--- config.mk ---
export PLATFORM = sky130hd
export DESIGN_NAME = rc4_prga_decryptor
export DESIGN_NICKNAME = d
export VERILOG_FILES = /design/src/rtl/rc4_pkg.sv /design/src/rtl/rc4_prga_decryptor_ram_read_wait.sv /design/src/rtl/rc4_prga_decryptor.sv
export SDC_FILE = /design/constraint.sdc
export NUM_CORES = 1
export LEC_CHECK = 0
export CAP_MARGIN = 20
export CORE_MARGIN = 5
export CORE_UTILIZATION = 38
export DETAILED_ROUTE_END_ITERATION = 10
export PLACE_DENSITY = 0.66
export SLEW_MARGIN = 25
export SYNTH_ARGS = -nofsm -noshare
export SYNTH_HDL_FRONTEND = slang
export SYNTH_SLANG_ARGS = --single-unit
--- constraint.sdc ---
create_clock -name clk -period 2.33 [get_ports clk]
set_input_delay 0.466 -clock clk [delete_from_list [all_inputs] [get_ports clk]]
set_output_delay 0.466 -clock clk [all_outputs]
set_load 0.05 [all_outputs]
--- src/rtl/rc4_pkg.sv ---
// Shared definitions for the RC4 S-RAM clients: sizes, RAM-controller mode codes
// and the PRGA decryptor state encoding.
package rc4_pkg;

    localparam int RAM_WIDTH_DEF = 8;
    localparam int S_SIZE        = 256;

    localparam logic [2:0] MODE_INIT    = 3'b001;
    localparam logic [2:0] MODE_SHUFFLE = 3'b010;
    localparam logic [2:0] MODE_DECRYPT = 3'b011;

    typedef enum logic [3:0] {
        ST_IDLE = 4'd0,
        ST_RD_I = 4'd1,
        ST_RD_J = 4'd2,
        ST_WR_I = 4'd3,
        ST_WR_J = 4'd4,
        ST_RD_F = 4'd5,
        ST_WR_D = 4'd6,
        ST_DONE = 4'd7
    } prga_state_e;

    function automatic logic is_read_state(input prga_state_e st);
        return (st == ST_RD_I) || (st == ST_RD_J) || (st == ST_RD_F);
    endfunction

endpackage

--- src/rtl/rc4_prga_decryptor_ram_read_wait.sv ---
// Two-cycle read wait for the latency-2 synchronous memories: data_valid marks
// the second cycle of a held address, whose closing edge samples the data.
module ram_read_wait (
    input  logic clk,
    input  logic reset,
    input  logic enable,
    output logic data_valid
);

    logic cnt_r;

    // Count the cycles an address has been held; restart after each completed read
    always_ff @(posedge clk) begin
        if (reset) begin
            cnt_r <= 1'b0;
        end else if (!enable || cnt_r) begin
            cnt_r <= 1'b0;
        end else begin
            cnt_r <= 1'b1;
        end
    end

    assign data_valid = enable & cnt_r;

endmodule

--- src/rtl/rc4_prga_decryptor.sv ---
// RC4 keystream generator: walks the shuffled S RAM, XORs each keystream byte
// with the encrypted ROM byte and writes the plaintext to the decrypted RAM.
module rc4_prga_decryptor
    import rc4_pkg::*;
#(
    parameter int RAM_WIDTH      = RAM_WIDTH_DEF,
    parameter int MSG_LENGTH     = 32,
    parameter int MSG_ADDR_WIDTH = 5
) (
    input  logic                      clk,
    input  logic                      reset,
    input  logic                      start,
    output logic                      finished,
    input  logic [RAM_WIDTH-1:0]      ram_out,
    output logic                      write_enable,
    output logic [RAM_WIDTH-1:0]      ram_in,
    output logic [RAM_WIDTH-1:0]      address,
    input  logic [RAM_WIDTH-1:0]      enc_data,
    output logic [MSG_ADDR_WIDTH-1:0] enc_address,
    output logic                      dec_write_enable,
    output logic [RAM_WIDTH-1:0]      dec_data,
    output logic [MSG_ADDR_WIDTH-1:0] dec_address
);

    localparam logic [MSG_ADDR_WIDTH-1:0] K_LAST = MSG_ADDR_WIDTH'(MSG_LENGTH - 1);

    prga_state_e               state_r;
    prga_state_e               state_s;
    logic [RAM_WIDTH-1:0]      i_r;
    logic [RAM_WIDTH-1:0]      j_r;
    logic [RAM_WIDTH-1:0]      si_r;
    logic [RAM_WIDTH-1:0]      sj_r;
    logic [RAM_WIDTH-1:0]      f_r;
    logic [RAM_WIDTH-1:0]      enc_q_r;
    logic [MSG_ADDR_WIDTH-1:0] k_r;
    logic                      rd_en_s;
    logic                      rd_valid_s;
    logic                      last_s;

    assign rd_en_s = is_read_state(state_r);
    assign last_s  = (k_r == K_LAST);

    ram_read_wait u_read_wait (
        .clk        (clk),
        .reset      (reset),
        .enable     (rd_en_s),
        .data_valid (rd_valid_s)
    );

    // State register plus index/data latches; reset abandons any byte in flight
    always_ff @(posedge clk) begin
        if (reset) begin
            state_r <= ST_IDLE;
            i_r     <= '0;
            j_r     <= '0;
            k_r     <= '0;
            si_r    <= '0;
            sj_r    <= '0;
            f_r     <= '0;
            enc_q_r <= '0;
        end else begin
            state_r <= state_s;
            case (state_r)
                ST_IDLE: begin
                    if (start) begin
                        i_r <= RAM_WIDTH'(1);
                        j_r <= '0;
                        k_r <= '0;
                    end
                end
                ST_RD_I: begin
                    if (rd_valid_s) begin
                        si_r <= ram_out;
                        j_r  <= j_r + ram_out;
                    end
                end
                ST_RD_J: begin
                    if (rd_valid_s) begin
                        sj_r <= ram_out;
                    end
                end
                ST_RD_F: begin
                    if (rd_valid_s) begin
                        f_r     <= ram_out;
                        enc_q_r <= enc_data;
                    end
                end
                ST_WR_D: begin
                    if (!last_s) begin
                        k_r <= k_r + MSG_ADDR_WIDTH'(1);
                        i_r <= i_r + RAM_WIDTH'(1);
                    end
                end
                default: begin
                end
            endcase
        end
    end

    // Next-state sequencing: 9 cycles per message byte
    always_comb begin
        state_s = state_r;
        case (state_r)
            ST_IDLE: if (start)      state_s = ST_RD_I; else state_s = ST_IDLE;
            ST_RD_I: if (rd_valid_s) state_s = ST_RD_J; else state_s = ST_RD_I;
            ST_RD_J: if (rd_valid_s) state_s = ST_WR_I; else state_s = ST_RD_J;
            ST_WR_I: state_s = ST_WR_J;
            ST_WR_J: state_s = ST_RD_F;
            ST_RD_F: if (rd_valid_s) state_s = ST_WR_D; else state_s = ST_RD_F;
            ST_WR_D: if (last_s)     state_s = ST_DONE; else state_s = ST_RD_I;
            ST_DONE: if (start)      state_s = ST_DONE; else state_s = ST_IDLE;
            default: state_s = ST_IDLE;
        endcase
    end

    // Output decode from state and latched registers only
    always_comb begin
        address          = '0;
        ram_in           = '0;
        write_enable     = 1'b0;
        dec_write_enable = 1'b0;
        dec_data         = '0;
        dec_address      = '0;
        case (state_r)
            ST_RD_I: address = i_r;
            ST_RD_J: address = j_r;
            ST_WR_I: begin
                address      = i_r;
                ram_in       = sj_r;
                write_enable = 1'b1;
            end
            ST_WR_J: begin
                address      = j_r;
                ram_in       = si_r;
                write_enable = 1'b1;
            end
            ST_RD_F: address = si_r + sj_r;
            ST_WR_D: begin
                dec_address      = k_r;
                dec_data         = f_r ^ enc_q_r;
                dec_write_enable = 1'b1;
            end
            default: begin
            end
        endcase
    end

    assign enc_address = k_r;
    assign finished    = (state_r == ST_DONE);

endmodule

### Yosys cells after proc, flatten, opt, wreduce, memory -nomap -nowiden

Cells that the tools add are included.

* register bits: 58
* output and inout bits: 37
* logic and storage cells: 64

* add/sub/neg operators: 4
* eq/ne operators: 11
* muxes and demuxes: 23
* bitwise gates (word level): 2
* reductions and logical operators: 15

Operators by type and width (number)
* 8-bit case mux with 2 select lines: 3
* 8-bit 2-to-1 mux: 5
* 4-bit case mux with 8 select lines: 1
* 8-bit case mux with 3 select lines: 1
* 8-bit adder: 2
* 4-bit by 3-bit equality test with 1-bit output (second input constant): 4
* 5-bit 2-to-1 mux: 3
* 5-bit case mux with 2 select lines: 1
* 8-bit by 1-bit adder with 8-bit output (second input constant): 1
* 4-bit by 2-bit equality test with 1-bit output (second input constant): 2
* 8-bit XOR: 1
* 3-bit 2-to-1 mux: 2
* 2-bit != test (second input constant): 3
* 2-bit AND reduction: 3
* 3-bit AND reduction: 2
* 2-bit OR reduction: 3
* 5-bit by 1-bit adder with 5-bit output (second input constant): 1
* 5-bit equality test (second input constant): 1
* 1-bit 2-to-1 mux: 5
* 4-bit by 1-bit equality test with 1-bit output (second input constant): 1
* 4-bit logical NOT: 1
* 2-bit 2-to-1 mux: 2
* 2-bit nonzero test: 2
* 1-bit logical OR: 3
* 2 further kinds: 2

### Longest topological paths before layout

Gate-level depths: netlist of run 1.

* depth after elaboration: 6
* gate-level depth with buffers: 8
* depth with buffers taken out: 8

### By module

Synthesis of run 1 repeated with hierarchy kept, for this count alone.

* cells, all modules: 406
* area, all modules: 3206.8 um^2

By module, submodules not included
* rc4_prga_decryptor: instances 1, cells an instance 403, area an instance 3166.8 um^2
* ram_read_wait: instances 1, cells an instance 3, area an instance 40.0 um^2

### Worst setup path after synthesis of run 1

Ideal clock, no wire load.

* path type: register to output
* from: register si_r[1]
* to: output address[5]
* arrival time: 2637 ps
* required time: 1864 ps
* setup slack: -773 ps
* stages on the path, launching flop included: 8
* path through: dfxtp_1 > ha_1 > a21o_1 > a21oi_1 > nor2b_1 > o21ai_0 > mux2_2 > o21ai_0

* cells in the longest elaborated chain, start to end: 2

Ends and longest elaborated chain
* from (decl): line rc4_prga_decryptor.sv:31 `logic [RAM_WIDTH-1:0] si_r;`
* from (signal assigned): line rc4_prga_decryptor.sv:73 `si_r <= ram_out;`
* 8-bit adder: line rc4_prga_decryptor.sv:137 `ST_RD_F: address = si_r + sj_r;`
* 8-bit case mux with 3 select lines: line rc4_prga_decryptor.sv:124 `case (state_r)`
* to (decl): line rc4_prga_decryptor.sv:17 `output logic [RAM_WIDTH-1:0] address,`

Every way passes these cells.

### Worst setup path in the final report of run 1

* from: register si_r[0]
* to: output address[4]

The elaborated chain is that of the path after synthesis.

==> results of run 1 <==
[worst register-to-register path, cell delays in order, from the launching register on]
cell and delay [ps]:
dfxtp_1 410, ha_1 310, a21oi_1 260, a21oi_1 100
or4_1 530, mux2i_1 140, a31o_1 180
[cells in the mapped netlist (2+ instances only)]
master and instances:
a211oi_1 3, a21o_1 4, a21oi_1 40, a22o_1 15, a22oi_1 5, and3_1 7
buf_2 4, clkbuf_1 17, dfxtp_1 57, fa_1 2, ha_1 17, inv_1 11
mux2_2 2, mux2i_1 12, nand2_1 65, nand2b_1 3, nand3_1 9, nand4_1 3
nor2_1 43, nor2b_1 4, nor3_1 3, o21a_1 2, o21ai_0 9, o22ai_1 6
o32ai_1 3, or3_1 3, xnor2_1 17, xor2_1 7
[timing repair]
| item | 4_1_cts | 5_1_grt |
|---|---|---|
| endpoints found under the setup margin | 24 | 18 |
| gates resized for setup | 15 | 18 |
| pin swaps | 14 | 15 |
| buffers inserted | 1 | 1 |
| hold buffers | 0 | 0 |
| cloned | 0 | 0 |
[layout make-up]
class	count	area, um2
clock buffers	11	141
clock inverters	5	55.1
fillers	717	3360
inverters	11	41.3
multi-input cells	301	2020
flip-flops and latches	57	1150
well taps	105	131
repair buffers	102	1240
[registers in the layout, summed over array words and instances (netlist names)]
register           count
f_r                    8
u_read_wait.cnt_r      1
i_r                    8
si_r                   8
enc_address            5
enc_q_r                8
j_r                    8
sj_r                   8
state_r                3
[cells by family after synthesis]
logic type / after synthesis
mux: 14
fa+ha+maj: 19
xor+xnor: 24
flops: 57
buf+inv: 32
simple gates: 149
compound gates: 95
[layer usage]
metal	routed length, um	vias to the layer above	GRT usage (%)
met5	0	-	0
met4	311	0	8.18
met3	520	19	3.46
met2	4520	90	32.3
met1	4040	1474	22.9
li1	-	1545	-
[worst max-delay path by stage]
stage          slack, ps       start  cells past startpoint         end
2_1_floorplan       -140     si_r[1]                      7  address[5]
3_3_place_gp        -440  ram_out[1]                      9      j_r[7]
3_5_place_dp        -470  ram_out[1]                      9      j_r[7]
4_1_cts             -330     si_r[1]                      8  address[4]
5_1_grt             -390     si_r[1]                      8  address[6]
6_report            -310     si_r[0]                      8  address[4]
[metrics by stage]
step                cell area, um2  instances
floorplan                     3180        390
global placement              4430        574
global route                  4770        592
finish                        4770        592
CTS                           4700        591
detailed placement            4430        574
[power groups by stage]
stage                     logic (uW)  clock network, uW  registers (uW)
after floorplan                  121                  0            1020
after global placement           229                  0            1020
after detailed placement         234                  0            1030
after CTS                        240                944            1000
after global routing             265                990            1010
final                            246                927            1000
==> summary.txt, run 1 <==
EDFF count, synth: 0
Sw power: 555 uW
Clock buffers created by TritonCTS: 9
End of the worst register-to-register path: j_r[7]
Die ar.: 0.0102 mm2
CP peak stage delay: 350 ps
Initial Util: 38.8%
Vias in the first global route: 3164
Pre-antenna DRT Iters: 4
Final setup TNS: -1320 ps
R2R depth: 6
Hold Path Sink: enc_q_r[0]
Commonest non-fill, non-tap cell in the layout: nand2_1
CP max FO: 2
Arr. time, crit path: 2170 ps
Iteration-0 DRC Markers: 151
Share of the synthesized area in the top cell type: 36.2%
Post-Synthesis Mean Instance Area: 8.09 um2
R2R setup slack: 310 ps
Total wire length: 9390 um
Pin count of the biggest net entering global routing: 38
Number of H-tree levels: 3
# clock sinks: 57
Fin Hold WS: 466 ps
Area delta synth->final: 51.3%
Clock Skew: 5.15 ps
Simple-gate portion of the synthesized area: 21.1%
Final WS setup: -307 ps
Max Slew Vio Count: 0
Port Buffers: 55
Synthesized-area fraction occupied by adder cells: 8.01%
Max-slew headroom: 58.2%
Remaining Overflow, GRT: 0
Cell internal pwr: 1620 uW
Syn Inst Count: 390
Syn. warnings: 0
Power share of the clock group: 42.6%
DR vias: 3128
Synth area leaders: dfxtp_1 (36%), nand2_1 (7.7%), ha_1 (6.7%)
Hold Vio Cnt, Final: 0
NumNets Final: 520
Wire per inst: 15.9 um
Die width: 101 um
Core Rows: 33
Mapped Area: 0.00316 mm2
Status: finished, violations left
Initial antenna violation count: 0
RD Place Congestion: 0.892
Cell taking the most area after synthesis: dfxtp_1
WP buf/inv: 1
CP Class: flop to primary output
Kind of end point of the critical path: primary output
RSZ-0062 raised after global routing: true
Fin crit share: 113%
Final core utilization: 58.7%
Synth Area in Compound Gates: 19.6%
Mux cell area share after synthesis: 4.52%
Chip height: 101 um
Fmax: 0.379 GHz
Root Driver: clkbuf_8
CTS Buffer Depth: 2
Count of state elements after synthesis: 57
Min-delay src: enc_q_r[0]
Sequential-to-total area share from yosys stat: 36.2%
Detail Route Antenna Nets: 0
Max Cap Viol: 0
Prevailing post-synth register cell: dfxtp_1
Net Sw Frac: 25.5%
Hold crit path type: flop to flop
Lkg Pwr: 0.00184 uW
Clock slew seen by the registers of the worst setup and hold paths: 70 ps
Clock Latency Late Sink: 340 ps
Ports: 56
PD cells: 456 mW/mm2
Crit-path leading delay family: compound AO/OA/AOI/OAI gates
CTS tree: yes
Req. time, crit path: 1860 ps
Comb pwr share: 11.3%
Violated checks: negative setup slack
Most frequent cells in the layout: nand2_1 (65), dfxtp_1 (52), buf_4 (45)
Share of cells above drive strength 1: 25.9%
Hold path depth: 2
Dpl ws: -468 ps
Worst path cell trace: ha_4 -> fa_2 -> a21o_1 -> a21oi_2 -> xor2_1 -> o22ai_1 -> a22o_1 -> buf_12
Worst Setup Start Kind: flop
Worst slew pin tran: 625 ps
Worst reg2reg path startpoint: j_r[5]
Unique cell type count in the Yosys netlist: 45
Core box area: 0.00813 mm2
Xor and xnor area share after synthesis: 6.66%
Drc violations: 0
Via/cell ratio: 5.28
Synthesized Nets: 428
Post-DP HPWL: 7090 um
Worst-case vdd ir drop: 0.364 mV
Min cycle time layout: 2640 ps
Final antenna diode count: 0
GRT Overall Usage: 18.8%
Slowest CP cell: fa_2
First-pass GRT wire length: 15100 um
Design Power: 2180 uW
Setup violators final: 6
Largest family of logic cells by synthesized area: simple AND/OR/NAND/NOR gates
Register share of total power: 46.1%
FFs w/ async S/R, synth: 0%
Power figures use the tool's default switching activity.
==> inputs of run 2 (changes only) <==
Settings changed: HOLD_SLACK_MARGIN from default to 0.06, SLEW_MARGIN 25 to default, TNS_END_PERCENT from default to 20.
==> run 2 against run 1 <==
Net effect: the run still ends with negative setup slack left; register-to-register slack got worse by 160 ps; sequential cell count did not move; clock skew rose by 3.7 ps; sequential share of layout area rose by 0.40 points; global-route usage rose by 0.40 points; largest cell class unchanged; setup slack got worse by 27 ps; via count rose by 0.51%; final cell count rose by 0.34%; utilization fell by 0.97 points; power fell by 5.0%; sequential power barely moved; clock-buffer cell count rose by 2.
==> summary.txt, run 2 (synthesis results as in run 1) <==
Clock Skew: 8.90 ps
Vias in the first global route: 3198
Final core utilization: 57.7%
CTS tree: yes
NumNets Final: 522
Worst Setup Start Kind: flop
Worst-case vdd ir drop: 0.371 mV
Sequential standard cell area: 0.00115 mm2
R2R setup slack: 150 ps
Min-delay src: f_r[0]
Arr. time, crit path: 2200 ps
Final antenna diode count: 0
Root Driver: clkbuf_8
Commonest non-fill, non-tap cell in the layout: nand2_1
Die ar.: 0.0102 mm2
Status: finished, violations left
Max-slew headroom: 57.0%
Drc violations: 0
Core Rows: 33
Slowest CP cell: mux2_4
Clock slew seen by the registers of the worst setup and hold paths: 60 ps
PD cells: 441 mW/mm2
End of the worst register-to-register path: j_r[7]
RD Place Congestion: 0.840
Initial Util: 38.8%
Via/cell ratio: 5.29
Pre-antenna DRT Iters: 4
Area delta synth->final: 48.8%
Clock buffers created by TritonCTS: 9
Final WS setup: -334 ps
CTS Buffer Depth: 2
Min cycle time layout: 2660 ps
Hold crit path type: flop to flop
Pin count of the biggest net entering global routing: 26
Hold Path Sink: f_r[0]
Hold path depth: 2
Lkg Pwr: 0.00183 uW
CP max FO: 3
Max Cap Viol: 0
Total wire length: 9330 um
Worst reg2reg path startpoint: j_r[1]
CP Launch Point: si_r[1]
Iteration-0 DRC Markers: 129
Port Buffers: 55
Fin crit share: 114%
Number of H-tree levels: 3
CP Class: flop to primary output
Max Slew Vio Count: 0
Fill cells: 730
Clock Latency Late Sink: 340 ps
Post-DP HPWL: 6890 um
Initial antenna violation count: 0
Fmax: 0.375 GHz
Setup violators final: 8
GRT Overall Usage: 19.2%
First-pass GRT wire length: 15600 um
Worst path cell trace: ha_1 -> a21o_1 -> a21oi_2 -> nor2b_1 -> o21ai_1 -> mux2_4 -> o21ai_4 -> buf_12
Ports: 56
Fin cells: 594
RSZ-0062 raised after global routing: true
Req. time, crit path: 1860 ps
Worst slew pin tran: 643 ps
Remaining Overflow, GRT: 0
R2R depth: 8
# clock sinks: 57
DR vias: 3144
Violated checks: negative setup slack
Detail Route Antenna Nets: 0
Core box area: 0.00813 mm2
Kind of end point of the critical path: primary output
Hold Vio Cnt, Final: 0
Chip height: 101 um
CP peak stage delay: 340 ps
Most frequent cells in the layout: nand2_1 (65), dfxtp_1 (52), buf_4 (49)
Wire per inst: 15.7 um
Die width: 101 um
Multi-input gate area: 0.00196 mm2
Dpl cells: 576
Share of cells above drive strength 1: 24.3%
-- run 2: through the flow --
stage / hold slack (ps) / TNS [ps] / cell area, um2 / setup slack, ps / power, uW
CTS: 469 / -1950 / 4670 / -327 / 2080
global placement: 455 / -1230 / 4440 / -451 / 1250
floorplan: 449 / -289 / 3170 / -140 / 1140
detailed placement: 461 / -1490 / 4440 / -477 / 1260
finish: 466 / -1580 / 4700 / -334 / 2070
global route: 490 / -2220 / 4700 / -418 / 2150
-- run 2: critical path, delay by kind of cell (launching register included) --
| kind | cells | cell delay [ps] |
|---|---|---|
| and+or+nand+nor | 1 | 80 |
| DFF | 1 | 330 |
| buffers and inverters | 1 | 150 |
| muxes | 1 | 340 |
| AOI/OAI and AO/OA | 4 | 680 |
| adders and majority gates | 1 | 280 |
-- run 2: layout make-up --
type | instances | share of cell area (%)
multi-input combinational | 301 | 41.8
clock inverter | 3 | 0.320
timing repair buffer | 104 | 26.4
clock buffer | 13 | 3.38
sequential | 57 | 24.4
inverter | 11 | 0.879
tap | 105 | 2.80
-- run 2: power by group --
group	total, uW	switching (uW)	internal, uW
Sequential	1010	17.1	988
Combinational	243	127	116
Clock	822	383	439
Total	2070	527	1540
-- run 2: metal layers --
| metal | routed length [um] | vias up | track usage [%] |
|---|---|---|---|
| met4 | 216 | 0 | 7.36 |
| li1 | - | 1550 | - |
| met5 | 0 | - | 0 |
| met2 | 4590 | 93 | 33.0 |
| met3 | 501 | 16 | 3.60 |
| met1 | 4010 | 1485 | 23.8 |
-- run 2: how the worst max path moves through the flow --
stage	to	slack, ps	cells past startpoint
after global placement	j_r[7]	-450	9
after global routing	address[7]	-420	9
after floorplan	address[5]	-140	7
final	address[5]	-330	8
after detailed placement	j_r[7]	-480	9
after CTS	address[5]	-330	8
-- run 2: what timing repair did --
action	CTS	global route
endpoints found under the setup margin	24	27
gates resized for setup	16	6
setup buffers	0	2
pin swaps	9	3
hold buffers	0	0
==> inputs of run 3 (changes only) <==
Settings changed: ABC_AREA from default to 0.
==> results of run 3 <==
No change in the layout: final DEF, timing and power equal those of run 2.
